`config.mk`:
```
export PLATFORM = sky130hd
export DESIGN_NAME = instr_seq_ctrl_flat
export DESIGN_NICKNAME = d
export VERILOG_FILES = /design/src/rtl/instr_seq_ctrl_if.sv /design/src/rtl/instr_seq_ctrl.sv /design/src/flat_wrapper.sv
export SDC_FILE = /design/constraint.sdc
export NUM_CORES = 1
export LEC_CHECK = 0
export CAP_MARGIN = 20
export CELL_PAD_IN_SITES_DETAIL_PLACEMENT = 0
export CELL_PAD_IN_SITES_GLOBAL_PLACEMENT = 1
export CORE_UTILIZATION = 34
export DETAILED_ROUTE_END_ITERATION = 10
export PLACE_DENSITY = 0.87
export SLEW_MARGIN = 15
export SYNTH_ARGS = -nofsm -noshare
export SYNTH_HDL_FRONTEND = slang
export SYNTH_SLANG_ARGS = --single-unit
export TNS_END_PERCENT = 5
```
`constraint.sdc`:
```
create_clock -name clk -period 5.7 [get_ports clk]
set_input_delay 1.425 -clock clk [delete_from_list [all_inputs] [get_ports clk]]
set_output_delay 1.425 -clock clk [all_outputs]
set_load 0.05 [all_outputs]
```
`src/rtl/instr_seq_ctrl_if.sv`:
```
// Bus bundle between the instruction sequencer and its surroundings:
// instruction memory, decoder/register file and ALU flag outputs.
interface instr_seq_ctrl_if;
    logic        imem_rd;
    logic [15:0] imem_addr;
    logic        imem_rdy;
    logic [15:0] imem_data;
    logic [15:0] instr;
    logic [15:0] pc;
    logic        dec_we;
    logic        rf_we;
    logic        alu_zr;
    logic        alu_neg;
    logic        alu_ov;
    logic        ext_stall;
    logic        N;
    logic        Z;
    logic        V;
    logic        halted;
    logic        timeout_err;
    logic [31:0] instr_cnt;
    logic [31:0] cycle_cnt;

    modport master (
        output imem_rd, imem_addr, instr, pc, rf_we, N, Z, V, halted, timeout_err,
               instr_cnt, cycle_cnt,
        input  imem_rdy, imem_data, dec_we, alu_zr, alu_neg, alu_ov, ext_stall
    );

    modport slave (
        input  imem_rd, imem_addr, instr, pc, rf_we, N, Z, V, halted, timeout_err,
               instr_cnt, cycle_cnt,
        output imem_rdy, imem_data, dec_we, alu_zr, alu_neg, alu_ov, ext_stall
    );
endinterface

```
`src/rtl/instr_seq_ctrl.sv`:
```
// Multi-cycle fetch/execute sequencer owning PC, IR, N/Z/V flags and RF write gating.
// Optional performance counters are built only when PERF_CNT_EN is defined.
module instr_seq_ctrl #(
    parameter logic [15:0] RESET_PC     = 16'h0000,
    parameter int unsigned IMEM_TIMEOUT = 255
) (
    input  logic             clk,
    input  logic             rst,
    instr_seq_ctrl_if.master bus
);
    localparam logic [7:0] TMO = 8'(IMEM_TIMEOUT);

    typedef enum logic [1:0] {IDLE, FETCH, EXEC, HALT} state_e;

    state_e      state_q, state_d;
    logic [15:0] pc_q, pc_d;
    logic [15:0] ir_q, ir_d;
    logic        n_q, n_d, z_q, z_d, v_q, v_d;
    logic        halted_q, halted_d;
    logic        terr_q, terr_d;
    logic [7:0]  tcnt_q, tcnt_d;
    logic        taken;
    logic [3:0]  op;

    assign op = ir_q[15:12];

    // Branch condition uses the flags as they stand before this EXEC.
    always_comb begin
        taken = 1'b0;
        case (ir_q[11:9])
            3'b000:  taken = ~z_q;
            3'b001:  taken = z_q;
            3'b010:  taken = ~z_q & ~n_q;
            3'b011:  taken = n_q;
            3'b100:  taken = ~n_q;
            3'b101:  taken = n_q | z_q;
            3'b110:  taken = v_q;
            default: taken = 1'b1;
        endcase
    end

    always_ff @(posedge clk) begin
        if (rst) begin
            state_q  <= IDLE;
            pc_q     <= RESET_PC;
            ir_q     <= 16'h0000;
            n_q      <= 1'b0;
            z_q      <= 1'b0;
            v_q      <= 1'b0;
            halted_q <= 1'b0;
            terr_q   <= 1'b0;
            tcnt_q   <= 8'd0;
        end else begin
            state_q  <= state_d;
            pc_q     <= pc_d;
            ir_q     <= ir_d;
            n_q      <= n_d;
            z_q      <= z_d;
            v_q      <= v_d;
            halted_q <= halted_d;
            terr_q   <= terr_d;
            tcnt_q   <= tcnt_d;
        end
    end

    always_comb begin
        state_d  = state_q;
        pc_d     = pc_q;
        ir_d     = ir_q;
        n_d      = n_q;
        z_d      = z_q;
        v_d      = v_q;
        halted_d = halted_q;
        terr_d   = terr_q;
        tcnt_d   = tcnt_q;
        case (state_q)
            IDLE:  state_d = FETCH;
            FETCH: begin
                if (bus.imem_rdy) begin
                    ir_d    = bus.imem_data;
                    tcnt_d  = 8'd0;
                    state_d = EXEC;
                end else begin
                    tcnt_d = tcnt_q + 8'd1;
                    if (tcnt_d == TMO) begin
                        terr_d   = 1'b1;
                        halted_d = 1'b1;
                        state_d  = HALT;
                    end
                end
            end
            EXEC: begin
                if (!bus.ext_stall) begin
                    if (op == 4'hF) begin
                        halted_d = 1'b1;
                        state_d  = HALT;
                    end else begin
                        if (op == 4'hC && taken)
                            pc_d = pc_q + 16'd1 + {{7{ir_q[8]}}, ir_q[8:0]};
                        else
                            pc_d = pc_q + 16'd1;
                        if (op <= 4'h7) z_d = bus.alu_zr;
                        if (op <= 4'h2) begin
                            n_d = bus.alu_neg;
                            v_d = bus.alu_ov;
                        end
                        state_d = FETCH;
                    end
                end
            end
            default: ;
        endcase
    end

    assign bus.imem_rd     = (state_q == FETCH);
    assign bus.imem_addr   = pc_q;
    assign bus.instr       = ir_q;
    assign bus.pc          = pc_q;
    assign bus.rf_we       = (state_q == EXEC) & bus.dec_we & ~bus.ext_stall;
    assign bus.N           = n_q;
    assign bus.Z           = z_q;
    assign bus.V           = v_q;
    assign bus.halted      = halted_q;
    assign bus.timeout_err = terr_q;

`ifdef PERF_CNT_EN
    logic [31:0] icnt_q, ccnt_q;

    always_ff @(posedge clk) begin
        if (rst) begin
            icnt_q <= 32'd0;
            ccnt_q <= 32'd0;
        end else begin
            if (state_q != HALT) ccnt_q <= ccnt_q + 32'd1;
            if (state_q == EXEC && !bus.ext_stall) icnt_q <= icnt_q + 32'd1;
        end
    end

    assign bus.instr_cnt = icnt_q;
    assign bus.cycle_cnt = ccnt_q;
`else
    assign bus.instr_cnt = 32'd0;
    assign bus.cycle_cnt = 32'd0;
`endif
endmodule

```
`src/flat_wrapper.sv`:
```
// flat-port wrapper written by rule: the top's interface ports become plain ports
module instr_seq_ctrl_flat 
#(
    parameter logic [15:0] RESET_PC     = 16'h0000,
    parameter int unsigned IMEM_TIMEOUT = 255
)
  (clk, rst, bus_imem_rd, bus_imem_addr, bus_instr, bus_pc, bus_rf_we, bus_N, bus_Z, bus_V, bus_halted, bus_timeout_err, bus_instr_cnt, bus_cycle_cnt, bus_imem_rdy, bus_imem_data, bus_dec_we, bus_alu_zr, bus_alu_neg, bus_alu_ov, bus_ext_stall);
  instr_seq_ctrl_if bus_i ();
  input  logic clk;
  input  logic rst;
  output wire logic [$bits(bus_i.imem_rd)-1:0] bus_imem_rd;
  output wire logic [$bits(bus_i.imem_addr)-1:0] bus_imem_addr;
  output wire logic [$bits(bus_i.instr)-1:0] bus_instr;
  output wire logic [$bits(bus_i.pc)-1:0] bus_pc;
  output wire logic [$bits(bus_i.rf_we)-1:0] bus_rf_we;
  output wire logic [$bits(bus_i.N)-1:0] bus_N;
  output wire logic [$bits(bus_i.Z)-1:0] bus_Z;
  output wire logic [$bits(bus_i.V)-1:0] bus_V;
  output wire logic [$bits(bus_i.halted)-1:0] bus_halted;
  output wire logic [$bits(bus_i.timeout_err)-1:0] bus_timeout_err;
  output wire logic [$bits(bus_i.instr_cnt)-1:0] bus_instr_cnt;
  output wire logic [$bits(bus_i.cycle_cnt)-1:0] bus_cycle_cnt;
  input wire logic [$bits(bus_i.imem_rdy)-1:0] bus_imem_rdy;
  input wire logic [$bits(bus_i.imem_data)-1:0] bus_imem_data;
  input wire logic [$bits(bus_i.dec_we)-1:0] bus_dec_we;
  input wire logic [$bits(bus_i.alu_zr)-1:0] bus_alu_zr;
  input wire logic [$bits(bus_i.alu_neg)-1:0] bus_alu_neg;
  input wire logic [$bits(bus_i.alu_ov)-1:0] bus_alu_ov;
  input wire logic [$bits(bus_i.ext_stall)-1:0] bus_ext_stall;
  assign bus_imem_rd = bus_i.imem_rd;
  assign bus_imem_addr = bus_i.imem_addr;
  assign bus_instr = bus_i.instr;
  assign bus_pc = bus_i.pc;
  assign bus_rf_we = bus_i.rf_we;
  assign bus_N = bus_i.N;
  assign bus_Z = bus_i.Z;
  assign bus_V = bus_i.V;
  assign bus_halted = bus_i.halted;
  assign bus_timeout_err = bus_i.timeout_err;
  assign bus_instr_cnt = bus_i.instr_cnt;
  assign bus_cycle_cnt = bus_i.cycle_cnt;
  assign bus_i.imem_rdy = bus_imem_rdy;
  assign bus_i.imem_data = bus_imem_data;
  assign bus_i.dec_we = bus_dec_we;
  assign bus_i.alu_zr = bus_alu_zr;
  assign bus_i.alu_neg = bus_alu_neg;
  assign bus_i.alu_ov = bus_alu_ov;
  assign bus_i.ext_stall = bus_ext_stall;
  instr_seq_ctrl #(.RESET_PC(RESET_PC), .IMEM_TIMEOUT(IMEM_TIMEOUT)) u_core (.clk(clk), .rst(rst), .bus(bus_i));
endmodule
```
==> impl_summary.txt <==
----------------------------------------------------
[Pwr]
  Max VDD drop ... 0.000214 V
  Design Power ... approximately 1200 µW
  Power density of the placed cells ... 256 mW/mm²
  Leak ... 0.00177 µW

[Detailed routing]
  First-pass iteration count of the detailed router ... 4
  Total wire length ... 9.55 mm
  Detailed-route via count ... 3523
  Post-DR vias/cell ... between 5 and 6
  Number of remaining DRC errors ... 0
  Initial DRC count ... about 120
  Wire length per cell after detailed routing ... around 14 µm
  Number of routed nets with antenna violations ... 0

[Global route]
  Overall track demand over capacity in global routing ... between 10% and 20%
  Initial antenna violation count ... 0
  Total grt overflow ... 0
  First-pass GRT wire length ... 15.3 mm
  Via count of the first global-routing pass ... 3228
  Maximum number of pins on one net before global-route repair ... 29

[Clock network]
  Clock tree root driver cell ... sky130_fd_sc_hd__clkbuf_16
  Worst-skew pair later-pin latency ... 0.29 ns
  Hold_buf cts ... 0
  Clock-pin slew of the registers on the worst-case setup and hold paths ... 0.07 ns
  Clock H-tree levels ... 2
  TritonCTS buffer count ... 5
  CTS tree ... yes
  Number of instances resized during post-cts repair ... 0
  TritonCTS sink count ... 47
  Number of setup buffers added after CTS ... 0
  Maximum root-to-sink buffer count ... 2

[Worst setup path]
  Required arrival time at the worst endpoint ... 4.28 ns
  Minimum setup slack among reg-to-reg paths ... approximately 2.2 ns
  Kind of critical path ... input port to output pin
  Worst Setup End Kind ... output pin
  Cell depth of the worst flop-to-flop path ... 13
  Sort of element at the start of the critical path ... input port
  Maximum fanout along the worst path ... 4
  Endpoint of the lowest-slack register-to-register path ... u_core.bus.imem_addr[15]
  Reg-to-reg startpoint ... u_core.bus.imem_addr[0]
  Worst Path Arrival ... 3.03 ns

[Floorplanning]
  Initial core utilization ... 35.3%
  Height of the die ... 109 µm
  Die Area ... 0.0118 mm²
  I/O pin count ... 143
  Core region area ... 0.0109 mm²
  Die W ... 109 µm
  # rows ... 38

[Yosys]
  Area of the mapped netlist ... ~0.0039 mm²
  YS warnings ... 0
  Average size of a mapped cell ... around 7.6 µm²
  Post-synthesis register bit count ... between 40 and 50
  Gate Count Post-Synth ... about 510
  Sequential share of the synthesized area ... between 20% and 30%
  Fraction of registers with async set or reset after synthesis ... 0%
  Number of flops mapped to enable cells by yosys ... 0
  Most common flop cell mapped by yosys ... sky130_fd_sc_hd__dfxtp_1
  Synth cell types ... 58

[Hold path]
  Launch point of the worst hold path ... u_core.bus.instr[0]
  Hold Path Class ... flop to flop
  Number of instances on the worst hold path ... 2
  Hold worst-path end ... u_core.bus.instr[0]

[Placed design]
  Total of buffers placed on input and output ports ... 78
  Instance area after placement ... 0.00442 mm²
  HPWL Detailed ... 7.23 mm
  Weighted congestion at the end of routability-driven global placement ... 0.835

[Finish]
  Layout-stage area growth over the synthesis result ... 18.2%
  Final design area excluding fillers ... 0.00456 mm²
  Antenna cells ... 0
  Ratio of cells with drive above 1 in the final layout ... 3.20%
  Filler cells ... 1134
  Final #Nets ... 612

[Timing]
  Min Tclk post-route ... 4.45 ns
  Top achievable clock speed ... 225 MHz
  Part of the cycle the worst path needs ... 78.1%
  Final count of hold timing violations ... 0
  Slew margin rel. ... 49.1%
  TNS Setup ... 0 ns
  Transition at the pin with the smallest max-transition slack ... 0.757 ns
  Setup repair after global routing missed its margin ... false
  Number of setup violations in the final report ... 0
  Skew final ... about 0.003 ns
  Max-slew violations ... 0

[Outcome]
  Run status ... complete, no violations

[Run]
  Total of max-cap violations ... 0

----------------------------------------------------
## logic make-up after synthesis
family	Yosys count	share of synthesized area, %
other	1	0.0972
AO/OA/AOI/OAI	108	17.4
flip-flops	47	24.4
XOR/XNOR	27	6.13
adder cells (fa/ha/maj)	27	8.88
buffers and inverters	111	18.7
multiplexers	4	1.07
AND/OR/NAND/NOR	186	23.3
## area by class of cell
| class | instances | area [µm²] | share of cell area (%) |
|---|---|---|---|
| clock inverter | 2 | 16.3 | 0.357 |
| inverter | 10 | 37.5 | 0.823 |
| multi-input combinational | 416 | 2430 | 53.3 |
| tap | 140 | 175 | 3.84 |
| timing repair buffer | 82 | 831 | 18.2 |
| sequential | 47 | 941 | 20.6 |
| clock buffer | 6 | 129 | 2.83 |
## cells in the final DEF (no fill, tap or decap), types with 14 or more instances in the layout
cell type                         Yosys  layout
sky130_fd_sc_hd__a21oi_1             39      39
sky130_fd_sc_hd__clkdlybuf4s50_1      0      78
sky130_fd_sc_hd__conb_1               1      64
sky130_fd_sc_hd__dfxtp_1             47      47
sky130_fd_sc_hd__ha_1                25      25
sky130_fd_sc_hd__nand2_1             64      64
sky130_fd_sc_hd__nand3_1             15      15
sky130_fd_sc_hd__nor2_1              42      42
sky130_fd_sc_hd__nor3_1              14      14
sky130_fd_sc_hd__o21ai_0             21      21
sky130_fd_sc_hd__xnor2_1             18      18
## registers in the layout, summed over array words and instances (netlist names)
register	flops
u_core.tcnt_q	8
u_core.bus.V	1
u_core.state_q	2
u_core.bus.halted	1
u_core.bus.timeout_err	1
u_core.bus.imem_addr	16
u_core.bus.Z	1
u_core.bus.instr	16
u_core.bus.N	1
## worst max path at each step
stage	from	slack (ns)	depth (start not counted)	end
detailed placement	bus_ext_stall	1.25	4	bus_rf_we
global placement	bus_ext_stall	1.26	4	bus_rf_we
floorplan	bus_ext_stall	2.26	2	bus_rf_we
finish	bus_ext_stall	1.25	4	bus_rf_we
global route	bus_ext_stall	1.12	4	bus_rf_we
CTS	bus_ext_stall	1.24	4	bus_rf_we
## layer usage
layer / vias to the layer above / track usage [%] / wire length (µm)
met4: 0 / 5.12 / 139
met5: - / 0 / 0
met2: 112 / 27.4 / 4460
li1: 1754 / - / -
met3: 15 / 2.89 / 540
met1: 1642 / 21.0 / 4410
## synthesized netlist by cell type (all sizes together), types with 2 or more instances
cell type,n,area (µm²)
buf,82,609
nand2,64,240
dfxtp,47,941
nor2,43,164
a21oi,40,204
ha,25,313
o21ai,22,110
clkbuf,18,67.6
xnor2,18,158
nand3,16,85.1
nor3,14,70.1
a211oi,10,75.1
inv,10,37.5
nand4,10,62.6
xor2,9,78.8
nor4,7,43.8
a31oi,5,31.3
and4,5,43.8
nor2b,5,31.3
a311oi,4,35.0
and3,4,26.3
o21a,4,30.0
a21o,3,22.5
a22oi,3,22.5
and2,3,18.8
mux2i,3,30.0
nand2b,3,18.8
or3,3,20.0
a2111oi,2,17.5
a221o,2,20.0
nand3b,2,15.0
nor3b,2,15.0
o211ai,2,15.0
o21bai,2,15.0
o22ai,2,12.5
o31ai,2,15.0
o41ai,2,17.5
or4,2,18.8
## worst max-delay path, stage by stage
cell and delay [ns]:
sky130_fd_sc_hd__clkdlybuf4s50_1 0.46, sky130_fd_sc_hd__nor2b_1 0.19, sky130_fd_sc_hd__and2_1 0.15, sky130_fd_sc_hd__clkdlybuf4s50_1 0.80
## where the power goes
| part | internal (µW) | leakage [µW] | switching, µW |
|---|---|---|---|
| clock network | 165 | 0.0000675 | 139 |
| registers | 357 | 0.000381 | 37.7 |
| logic | 135 | 0.00132 | 336 |
## stage by stage
step | std cells | hold slack (ns) | utilization (%) | setup WS [ns]
after global routing | 703 | 0.516 | 41.7 | 1.12
after CTS | 703 | 0.497 | 41.7 | 1.24
after detailed placement | 695 | 0.474 | 40.4 | 1.25
after global placement | 694 | 0.465 | 40.1 | 1.26
after floorplan | 574 | 0.457 | - | 2.26
final | 703 | 0.488 | 41.7 | 1.25
Note: power is estimated with default switching activity, not from simulation.
